--- src/rtl/unidad_de_busqueda.sv ---
// -----------------------------------------------------------------------------
// unidad_de_busqueda
//   Instruction-fetch stage of the RV32I core. Holds the program counter,
//   reads one instruction word per instruction over a req/ack handshake,
//   latches it in the instruction register (IR) and, once execute reports
//   completion, advances the PC according to the control unit's selectors.
//
// Ports
//   clk, rst            clock (rising edge), asynchronous active-high reset
//   mem_req/mem_addr    instruction read request and address (= pc)
//   mem_ack/mem_rdata   read acknowledge and instruction word
//   instr               instruction register
//   opcode/funct3/funct7 IR fields feeding Unidad_de_Control
//   pc, pc_plus4        address of the instruction in IR and its link value
//   inst_valid          IR holds an instruction not yet retired
//   exec_done           execute/write-back finished the instruction in IR
//   pcsel, jrj, taken   next-PC selectors (00 +4, 01 branch, 10 JAL, 11 +4;
//                       jrj selects JALR and overrides pcsel)
//   imm, jalr_target    B/J offset and rs1+imm from the ALU
//   retired             retired-instruction counter (wraps)
//   misalign            sticky: a computed next PC was not word-aligned
// -----------------------------------------------------------------------------
module unidad_de_busqueda #(
  parameter logic [31:0] RESET_PC = 32'h0000_0000
) (
  input  logic               clk,
  input  logic               rst,
  output logic               mem_req,
  output logic [31:0]        mem_addr,
  input  logic               mem_ack,
  input  logic [31:0]        mem_rdata,
  output logic [31:0]        instr,
  output logic [6:0]         opcode,
  output logic [2:0]         funct3,
  output logic [6:0]         funct7,
  output logic [31:0]        pc,
  output logic [31:0]        pc_plus4,
  output logic               inst_valid,
  input  logic               exec_done,
  input  logic [1:0]         pcsel,
  input  logic               jrj,
  input  logic               taken,
  input  logic signed [31:0] imm,
  input  logic [31:0]        jalr_target,
  output logic [31:0]        retired,
  output logic               misalign
);

  localparam logic [31:0] NOP = 32'h0000_0013;

  typedef enum logic [1:0] {
    IDLE  = 2'd0,
    FETCH = 2'd1,
    ISSUE = 2'd2,
    HALT  = 2'd3
  } state_t;

  state_t      state, state_nx;
  logic [31:0] next_pc;
  logic        next_misaligned;

  // Next-PC selection; all sums wrap modulo 2^32. The offset is signed, so
  // backward branches come out of the same adder as forward ones.
  function automatic logic [31:0] calc_next_pc(
    input logic [31:0]        pc_c,
    input logic [1:0]         sel,
    input logic               jr,
    input logic               tk,
    input logic signed [31:0] off,
    input logic [31:0]        jt
  );
    logic signed [31:0] base;
    base = signed'(pc_c);
    if (jr)
      return jt & 32'hFFFF_FFFE;
    else if (sel == 2'b10 || (sel == 2'b01 && tk))
      return unsigned'(base + off);
    else
      return pc_c + 32'd4;
  endfunction

  function automatic logic is_misaligned(input logic [31:0] addr);
    return addr[1:0] != 2'b00;
  endfunction

  assign next_pc         = calc_next_pc(pc, pcsel, jrj, taken, imm, jalr_target);
  assign next_misaligned = is_misaligned(next_pc);

  // Handshake outputs come from the state register only.
  assign mem_req    = (state == FETCH);
  assign inst_valid = (state == ISSUE);
  assign mem_addr   = pc;
  assign pc_plus4   = pc + 32'd4;

  assign opcode = instr[6:0];
  assign funct3 = instr[14:12];
  assign funct7 = instr[31:25];

  always_comb begin
    state_nx = state;
    case (state)
      IDLE:  state_nx = FETCH;
      FETCH: if (mem_ack) state_nx = ISSUE;
      ISSUE: if (exec_done) state_nx = next_misaligned ? HALT : FETCH;
      HALT:  state_nx = HALT;
      default: state_nx = IDLE;
    endcase
  end

  // --- fetch / retire boundary: IR captured in FETCH, PC advanced in ISSUE ---
  always_ff @(posedge clk or posedge rst) begin
    if (rst) begin
      state    <= IDLE;
      pc       <= RESET_PC;
      instr    <= NOP;
      retired  <= 32'd0;
      misalign <= 1'b0;
    end else begin
      state <= state_nx;
      if (state == FETCH && mem_ack)
        instr <= mem_rdata;
      if (state == ISSUE && exec_done) begin
        pc      <= next_pc;
        retired <= retired + 32'd1;
        if (next_misaligned)
          misalign <= 1'b1;
      end
    end
  end

endmodule

--- config.mk ---
export PLATFORM = sky130hd
export DESIGN_NAME = unidad_de_busqueda
export DESIGN_NICKNAME = d
export VERILOG_FILES = /design/src/rtl/unidad_de_busqueda.sv
export SDC_FILE = /design/constraint.sdc
export NUM_CORES = 1
export LEC_CHECK = 0
export ABC_AREA = 1
export ABC_CLOCK_PERIOD_IN_PS = 4200
export CORE_MARGIN = 5
export CORE_UTILIZATION = 47
export DETAILED_ROUTE_END_ITERATION = 10
export PLACE_DENSITY = 0.83
export SLEW_MARGIN = 0
export SYNTH_ARGS = -nofsm -noshare
export SYNTH_HDL_FRONTEND = slang
export SYNTH_SLANG_ARGS = --single-unit
--- constraint.sdc ---
create_clock -name clk -period 4.2 [get_ports clk]
set_input_delay 0.84 -clock clk [delete_from_list [all_inputs] [get_ports clk]]
set_output_delay 0.84 -clock clk [all_outputs]
set_load 0.005 [all_outputs]
**Word level (Yosys, flattened, before mapping)**

Cells that the tools add are included.

- Register bits after elaboration: 99
- Input port bits: 104

- Reductions and logical operators: 8
- Add/subtract/negate cells: 3
- Mux-type cells: 6
- Equal/unequal tests: 7

Operators by type and width:

| cell | count |
|---|---|
| two-way mux 32 bit | 2 |
| adder 32 x 1 -> 32 bit, second input constant | 1 |
| adder 32 x 3 -> 32 bit, second input constant | 1 |
| adder 32 bit | 1 |
| one-hot mux 2 bit (4 select lines) | 1 |
| equality test 2 bit, second input constant | 3 |
| two-way mux 2 bit | 3 |
| equality test 2 x 1 -> 1 bit, second input constant | 2 |
| != test 2 x 1 -> 1 bit, second input constant | 2 |
| AND reduction 2 bit | 2 |
| logical AND 1 bit | 3 |
| logical NOT 2 bit | 1 |
| nonzero test 2 bit | 1 |
| logical OR 1 bit | 1 |

**Depth between registers and ports, before layout**

Gate-level depths: netlist of the first run.

- Word-level depth: 9
- Depth in mapped cells: 16
- Mapped depth without buffers: 16

**Worst setup path after synthesis of the first run**

Ideal clock, no wire load.

- Kind: input port to flip-flop
- Start point: in imm[0]
- End point: reg pc[20], in the netlist mem_addr[20]
- Data arrival time: 2272 ps
- Required time: 4084 ps
- Path slack: 1812 ps
- Cell stages on the path: 12
- Cell sequence: ha_1 fa_1 nand3_1 nand3_1 nand3_1 nand3_1 nand2_1 nand3_1 nand3_1 nand3_1 nand2_1 nand2_1

- Word-level cells in the longest chain between the ends: 3

Ends and longest elaborated chain:

| what | RTL line | text |
|---|---|---|
| from (decl) | 43 | `input logic signed [31:0] imm,` |
| adder 32 bit | 77 | `return unsigned'(base + off);` |
| two-way mux 32 bit | 76 | `else if (sel == 2'b10 \|\| (sel == 2'b01 && tk))` |
| two-way mux 32 bit | 74 | `if (jr)` |
| to (signal assigned) | 123 | `pc <= next_pc;` |
| to (decl) | 36 | `output logic [31:0] pc,` |

Every way passes these cells.
A chain may end at the register's enable or synchronous reset.

**Final worst setup path of the first run**

- Start point: reg pc[7], in the netlist mem_addr[7]
- End point: out pc_plus4[19]

- Word-level cells in the longest chain between the ends: 1

Ends and longest elaborated chain:

| what | RTL line | text |
|---|---|---|
| adder 32 x 3 -> 32 bit | 93 | `assign pc_plus4 = pc + 32'd4;` |
| to (decl) | 37 | `output logic [31:0] pc_plus4,` |

Every way passes these cells.

==> metrics.md, run 1 <==
| Metric | Value |
|---|---|
| Root Buffer | `clkbuf_16` |
| Synthesized area | `8320 sq um` |
| Worst hold slack | `0.476 ns` |
| Gr ovfl total | `0` |
| Post-CTS setup buffers | `0` |
| CP max-delay cell | `clkdlybuf4s50_1` |
| Num ports | `284` |
| Placed Area | `11000 sq um` |
| Cell Chain, Critical Path | `nand2_1 > nor2_1 > nand2_1 > nor2_2 > nand3_1 > xnor2_1 > clkdlybuf4s50_1` |
| Critical path data required time | `~3.4 ns` |
| Crit path top cell by count | `nand2_1` |
| #FFs+latches synth | `99` |
| Vias in the first global route | `8205` |
| Sequential Power Share | `27.5%` |
| # port buffers | `around 280` |
| Post-synth EDFFs | `0` |
| Post-Synth Adder-Cell Area | `under 10%` |
| Complex-gate fraction of the synthesized area | `around 5.8%` |
| RSZ-0062 raised after global routing | `false` |
| Leakage | `5.85 nW` |
| Crit-path max FO | `7` |
| Core area | `about 17000 sq um` |
| Final non-filler cell area | `11300 sq um` |
| Initial antenna violation count | `1` |
| Largest net degree at the start of global routing | `81` |
| Outcome | `complete, no violations` |
| Xor/xnor share of the synthesized area | `5.26%` |
| Fmax | `between 200 and 300 MHz` |
| Layout area overhead | `36.0%` |
| Final worst slack | `between 0.6 and 0.7 ns` |
| GRT Total Usage | `between 20% and 30%` |
| Via count | `8689` |
| Routed Antenna Nets | `0` |
| Initial DRC count | `~670` |
| Async set-reset flop share out of synthesis | `100%` |
| Tcrit/Tclk final | `a little over four fifths` |
| TritonCTS clock tree | `built` |
| Fill cell count | `1542` |
| Comb power frac | `58.5%` |
| Seq/Total Area, Yosys | `roughly 30%` |
| Post-CTS Resized | `0` |
| Peak VDD IR | `between 0.0003 and 0.0004 V` |
| Switching Share | `approximately two fifths` |
| H-tree lvl count | `3` |
| Worst slew margin | `33.6%` |
| CP Class | `reg -> out` |
| Final setup fails | `0` |
| Hpwl dp | `between 20 and 25 mm` |
| Post-synthesis mux area share | `~4.3%` |
| Drt pass-1 iters | `5` |
| Worst-margin pin slew | `0.996 ns` |
| Non-Filler Instances | `between 1500 and 2000` |
| Row Count | `48` |
| Synth area leaders | `dfrtp_1 (29%), nand2_1 (19%), inv_1 (8.8%)` |
| Int Power | `3.47 mW` |
| Cell family with most CP delay | `simple AND/OR/NAND/NOR gates` |
| Clock insertion delay at the later pin of the skew report | `0.35 ns` |
| Share of layout cells above drive strength 1 | `5.98%` |
| Crit path capture type | `output pin` |
| # hold bufs at CTS | `0` |
| NetSw | `2.47 mW` |
| Clk pin slew, worst setup/hold paths | `~0.060 ns` |
| Largest area contributor in the netlist | `dfrtp_1` |
| Place WS | `1.02 ns` |
| CP arrival | `between 2 and 3 ns` |
| Global-route wire length before repair | `about 43 mm` |
| Worst Clk Skew | `0.0127 ns` |
| Yosys Warn Count | `0` |
| Top_reg_cell synth | `dfrtp_1` |
| Crit-path max cell delay | `a little under 0.6 ns` |
| Full die area | `20500 sq um` |
| Max cap viols | `0` |
| Pwr per Cell Area | `between 500 and 600 nW/um^2` |
| Worst hold path type | `reg -> reg` |
| CP startpoint kind | `register` |
| Clock share of power | `14.0%` |
| Share of the synthesized area in the top cell type | `28.9%` |
| Placer Congestion | `0.987` |
| Syn_nets | `approximately 1400` |
| Final Max Tran Viols | `0` |
| DRC | `0` |
| Routed len/inst | `~16 um` |
| CTS Buf Count | `9` |
| Clk sinks | `99` |
| Post-synthesis simple-gate area fraction | `35.0%` |
| Routed WL | `about 27 mm` |
| Die width | `143 um` |
| Fin nets | `1621` |
| Syn Inst Count | `1256` |
| Avg Cell Area, Syn | `6.62 sq um` |
| Final hold vios | `0` |
| Die height | `143 um` |
| Largest family of logic cells by synthesized area | `simple AND/OR/NAND/NOR gates` |
| Post-synthesis cell type count | `44` |
| Setup_tns | `0 ns` |
| Vias/cell | `5.07` |
| CP bufs+invs | `1` |
| Placed Cells incl. Taps | `between 1500 and 2000` |
| Initial Util | `47.9%` |
| Tmin final | `3.56 ns` |
| Clk buf depth | `2` |
flip-flops by register name, summed over array words and instances, names as in the netlist:
register	count
mem_addr	32
retired	32
instr	32
misalign	1
state	2
layout make-up:
cell class / instances / area [sq um] / share of cell area, %
clock buffer: 11 / 233 / 2.06
inverter: 197 / 742 / 6.56
multi-input combinational: 886 / 4630 / 40.9
clock inverter: 5 / 61.3 / 0.542
tap: 225 / 282 / 2.49
timing repair buffer: 290 / 2880 / 25.5
sequential: 99 / 2480 / 21.9
antenna: 1 / 2.50 / 0.0221
layout by cell type (no fill, tap or decap), types with 4 or more instances in the layout:
cell,count
nand2_2,5
nor3_1,15
nor2_2,4
nor2_4,4
ha_1,33
nand4_1,16
o21ai_0,18
xnor2_1,14
clkbuf_16,9
buf_4,8
mux2_2,32
dfrtp_1,96
nor2_1,119
nand2_1,425
clkdlybuf4s50_1,282
nand3b_1,7
inv_1,195
o211ai_1,8
nand3_1,68
xor2_1,36
a21oi_1,43
or2_2,7
power by group through the flow:
stage | Combinational (mW) | Sequential, mW | Clock, mW
floorplan | 1.94 | 1.53 | 0
global placement | 3.39 | 1.63 | 0
detailed placement | 3.45 | 1.65 | 0
CTS | 3.47 | 1.63 | 0.852
global route | 3.85 | 1.67 | 0.892
finish | 3.48 | 1.63 | 0.834
synthesized netlist by cell type (8+ instances only):
library cell / count
a21oi_1: 43
buf_4: 51
clkbuf_1: 18
dfrtp_1: 96
ha_1: 33
inv_1: 196
mux2_2: 32
nand2_1: 425
nand3_1: 68
nand4_1: 16
nor2_1: 119
nor3_1: 15
o211ai_1: 8
o21ai_0: 18
xnor2_1: 14
xor2_1: 36
worst register-to-register path: stages, from the launching register on:
cell and delay, ns:
dfrtp_1 0.44, ha_1 0.29, fa_1 0.46, nand3_1 0.12, nand3_1 0.17, nand3_1 0.12, nand3_1 0.18, nand2_1 0.14
nand3_1 0.07, nand3_1 0.09, nand3_1 0.09, nand2_1 0.09, nand2_1 0.04
per-stage QoR:
step | utilization [%] | power (mW)
after global routing | 65.2 | 6.42
after global placement | 63.5 | 5.02
after detailed placement | 63.5 | 5.10
after floorplan | - | 3.47
final | 65.2 | 5.95
after CTS | 65.2 | 5.96
logic make-up (layout without fill, tap and decap cells):
family          Yosys count  count (layout)
simple gates            684             684
flops                    99              99
other cells               0               1
compound gates           86              86
buf+inv                 271             503
fa+ha+maj                34              34
mux                      32              32
xor+xnor                 50              50
path summary, 6_finish.rpt:
check,from,end,slack (ns),cells after the start
max in group asynchronous,rst,mem_addr[20],2.32,3
min in group asynchronous,rst,instr[16],1.09,2
worst min-delay path,retired[31],retired[31],0.48,1
worst max-delay path,mem_addr[7],pc_plus4[19],0.64,7
worst max register to register,mem_addr[0],mem_addr[20],1.78,12
worst min register to register,retired[31],retired[31],0.48,1
per-layer routing:
metal  track usage, %  vias to the layer above  share of wire, %  wire length [um]
met4             8.95                        0               3.2               862
met2             42.2                      389                47             12700
met3             4.59                       57               8.4              2270
li1                 -                     4326                 -                 -
met5                0                        -                 0                 0
met1             34.4                     3917                41             11200
No activity file was read; power rests on OpenSTA's default activity.
==> run 2, diff against run 1 <==
--- a/config.mk
+++ b/config.mk
@@ -6,11 +6,11 @@
 export NUM_CORES = 1
 export LEC_CHECK = 0
 export ABC_AREA = 1
-export ABC_CLOCK_PERIOD_IN_PS = 4200
+export ABC_CLOCK_PERIOD_IN_PS = 3100
 export CORE_MARGIN = 5
-export CORE_UTILIZATION = 47
+export CORE_UTILIZATION = 42
 export DETAILED_ROUTE_END_ITERATION = 10
-export PLACE_DENSITY = 0.83
+export PLACE_DENSITY = 0.79
 export SLEW_MARGIN = 0
 export SYNTH_ARGS = -nofsm -noshare
 export SYNTH_HDL_FRONTEND = slang
==> constraint.sdc (replaced) <==
create_clock -name clk -period 3.1 [get_ports clk]
set_input_delay 0.62 -clock clk [delete_from_list [all_inputs] [get_ports clk]]
set_output_delay 0.62 -clock clk [all_outputs]
set_load 0.005 [all_outputs]
==> run 2 against run 1 <==
Sequential share of layout area decreased by 0.58 points; clock power is 52% higher; core utilization shrank 5.3 points; via count rose by 1.3%; routed wire length grew 5.3%; worst hold slack got worse by 0.016 ns; non-clock buffer count is 22 higher; die area grew 11%; clock-buffer cell count unchanged; critical endpoint unchanged; largest cell class unchanged; largest power group unchanged.
==> metrics.md, run 2 (synthesized netlist as in run 1, its figures left out) <==
| Metric | Value |
|---|---|
| Outcome | `complete, no violations (unchanged)` |
| Critical path data required time | `2.48 ns (was 3.36 ns)` |
| Max cap viols | `0 (unchanged)` |
| CTS Buf Count | `9 (unchanged)` |
| Leakage | `6.08 nW (was 5.85 nW)` |
| Row Count | `51 (was 48)` |
| Die width | `151 um (was 143 um)` |
| Root Buffer | `clkbuf_16 (unchanged)` |
| DRC | `0 (unchanged)` |
| Non-Filler Instances | `1775 (was 1714)` |
| Final setup fails | `0 (unchanged)` |
| Final non-filler cell area | `11700 sq um (was 11300 sq um)` |
| Die height | `151 um (was 143 um)` |
| Via count | `8804 (was 8689)` |
| Vias in the first global route | `8395 (was 8205)` |
| Initial antenna violation count | `2 (was 1)` |
| Clk buf depth | `2 (unchanged)` |
| Global-route wire length before repair | `43.6 mm (was 42.5 mm)` |
| H-tree lvl count | `3 (unchanged)` |
| Clk sinks | `99 (unchanged)` |
| Final hold vios | `0 (unchanged)` |
| Full die area | `22700 sq um (was 20500 sq um)` |
| Worst Clk Skew | `0.0143 ns (was 0.0127 ns)` |
| TritonCTS clock tree | `built (unchanged)` |
| Routed WL | `28.5 mm (was 27.0 mm)` |
| Fmax | `329 MHz` |
| Crit path capture type | `output pin (unchanged)` |
| CP Class | `reg -> out (unchanged)` |
| Peak VDD IR | `0.000315 V (was 0.000316 V)` |
| Core area | `19500 sq um (was 17400 sq um)` |
| Clk pin slew, worst setup/hold paths | `0.08 ns (was 0.06 ns)` |
| Gr ovfl total | `0 (unchanged)` |
| Pwr per Cell Area | `721 nW/um^2 (was 526 nW/um^2)` |
| Fin nets | `1643 (was 1621)` |
| Num ports | `284 (unchanged)` |
| Most frequent cells in the layout | `nand2_1 (424), clkdlybuf4s50_1 (275), inv_1 (194) (was nand2_1 (425), clkdlybuf4s50_1 (282), inv_1 (195))` |
| Vias/cell | `4.96 (was 5.07)` |
| Tmin final | `between 3 and 4 ns` |
| Worst hold path type | `reg -> reg (unchanged)` |
| RR Endpoint | `mem_addr[20] (unchanged)` |
| Routed Antenna Nets | `0 (unchanged)` |
| Worst hold slack | `0.460 ns (was 0.476 ns)` |
| Launch point of the worst path | `mem_addr[4] (was mem_addr[7])` |
| Final Max Tran Viols | `0 (unchanged)` |
| ANT cells | `0 (was 1)` |
| Drt pass-1 iters | `5 (unchanged)` |
| Hpwl dp | `22.6 mm (was 21.5 mm)` |
| Critical Path End | `pc_plus4[19] (unchanged)` |
| CP startpoint kind | `register (unchanged)` |
| Crit-path max FO | `7 (unchanged)` |
| GRT Total Usage | `24.3% (was 25.8%)` |
| Share of layout cells above drive strength 1 | `8.41% (was 5.98%)` |
| Tcrit/Tclk final | `97.9%` |
| Initial Util | `42.7% (was 47.9%)` |
| Placed Cells incl. Taps | `1751 (was 1697)` |
| Setup slack, reg-to-reg | `0.72 ns (was 1.78 ns)` |
| Setup_tns | `0 ns (unchanged)` |
| CP arrival | `2.42 ns (was 2.72 ns)` |
| Worst slew margin | `58.6% (was 33.6%)` |
| Commonest non-fill, non-tap cell in the layout | `nand2_1 (unchanged)` |
| Initial DRC count | `663 (was 668)` |
| # hold bufs at CTS | `0 (unchanged)` |
| Largest net degree at the start of global routing | `52 (was 81)` |
| Placed Area | `11200 sq um (was 11000 sq um)` |
| Clock insertion delay at the later pin of the skew report | `0.35 ns (about the same)` |
| Reg2Reg Depth | `12 (unchanged)` |
| Placer Congestion | `0.958 (was 0.987)` |
| Layout area overhead | `40.1% (was 36.0%)` |
| Worst-margin pin slew | `0.620 ns (was 0.996 ns)` |
| # port buffers | `282 (unchanged)` |
| Routed len/inst | `16.0 um (was 15.8 um)` |
| RR Startpoint | `mem_addr[0] (unchanged)` |
[run 2: cell count changes in the layout (fill, tap and decap cells not counted), moves of 6 or more]
cell             before  now
dlymetal6s2s_1        0    7
dfrtp_2               0    6
clkdlybuf4s50_1     282  275
dfrtp_1              96   90
buf_4                 8   29
[run 2: area by class of cell]
type / instances / area (sq um)
multi-input cells: 886 / 4690
fillers: 1830 / 7810
clock inverters: 5 / 87.6
repair buffers: 312 / 3080
well taps: 265 / 332
flip-flops and latches: 99 / 2490
inverters: 197 / 743
clock buffers: 11 / 233
[run 2: through the flow]
| step | power (mW) | util [%] | setup slack, ns |
|---|---|---|---|
| after floorplan | 4.70 | - | 0.932 |
| after global routing | 9.03 | 59.9 | -0.0217 |
| after detailed placement | 7.02 | 57.5 | 0.184 |
| after global placement | 6.94 | 57.5 | 0.221 |
| final | 8.40 | 59.9 | 0.0639 |
| after CTS | 8.35 | 59.3 | 0.00815 |
[run 2: repair_timing]
item | CTS | global route
endpoints found under the setup margin | 9 | 14
cloned | 0 | 0
buffers inserted | 1 | 7
endpoints found under the hold margin | 0 | 0
pin swaps | 2 | 5
gates resized for setup | 6 | 18
[run 2: critical path, cell delays in order, from the launching register on]
cell	delay [ns]
dfrtp_1	0.49
nand3_2	0.21
inv_2	0.13
nand2_1	0.13
nor2_2	0.14
nand3_1	0.13
xnor2_2	0.26
clkdlybuf4s50_1	0.58
[run 2: power breakdown]
part           total, mW  internal (mW)  switching [mW]
Combinational       5.02           2.57            2.46
Clock               1.27          0.718           0.553
Sequential          2.11           1.65           0.455
Total               8.40           4.94            3.47
[run 2: worst min-delay path by stage]
| stage | from | to | slack (ns) | depth (start not counted) |
|---|---|---|---|---|
| floorplan | misalign | misalign | 0.45 | 1 |
| global placement | misalign | misalign | 0.44 | 1 |
| detailed placement | misalign | misalign | 0.45 | 1 |
| CTS | misalign | misalign | 0.46 | 1 |
| global route | misalign | misalign | 0.47 | 1 |
| finish | misalign | misalign | 0.46 | 1 |
[run 2: per-layer routing]
layer,part of all wire [%],vias to the layer above,track usage [%]
li1,-,4347,-
met1,41,4000,32.0
met2,47,392,39.5
met3,8.7,61,4.76
met4,2.9,4,9.02
met5,0.095,-,0
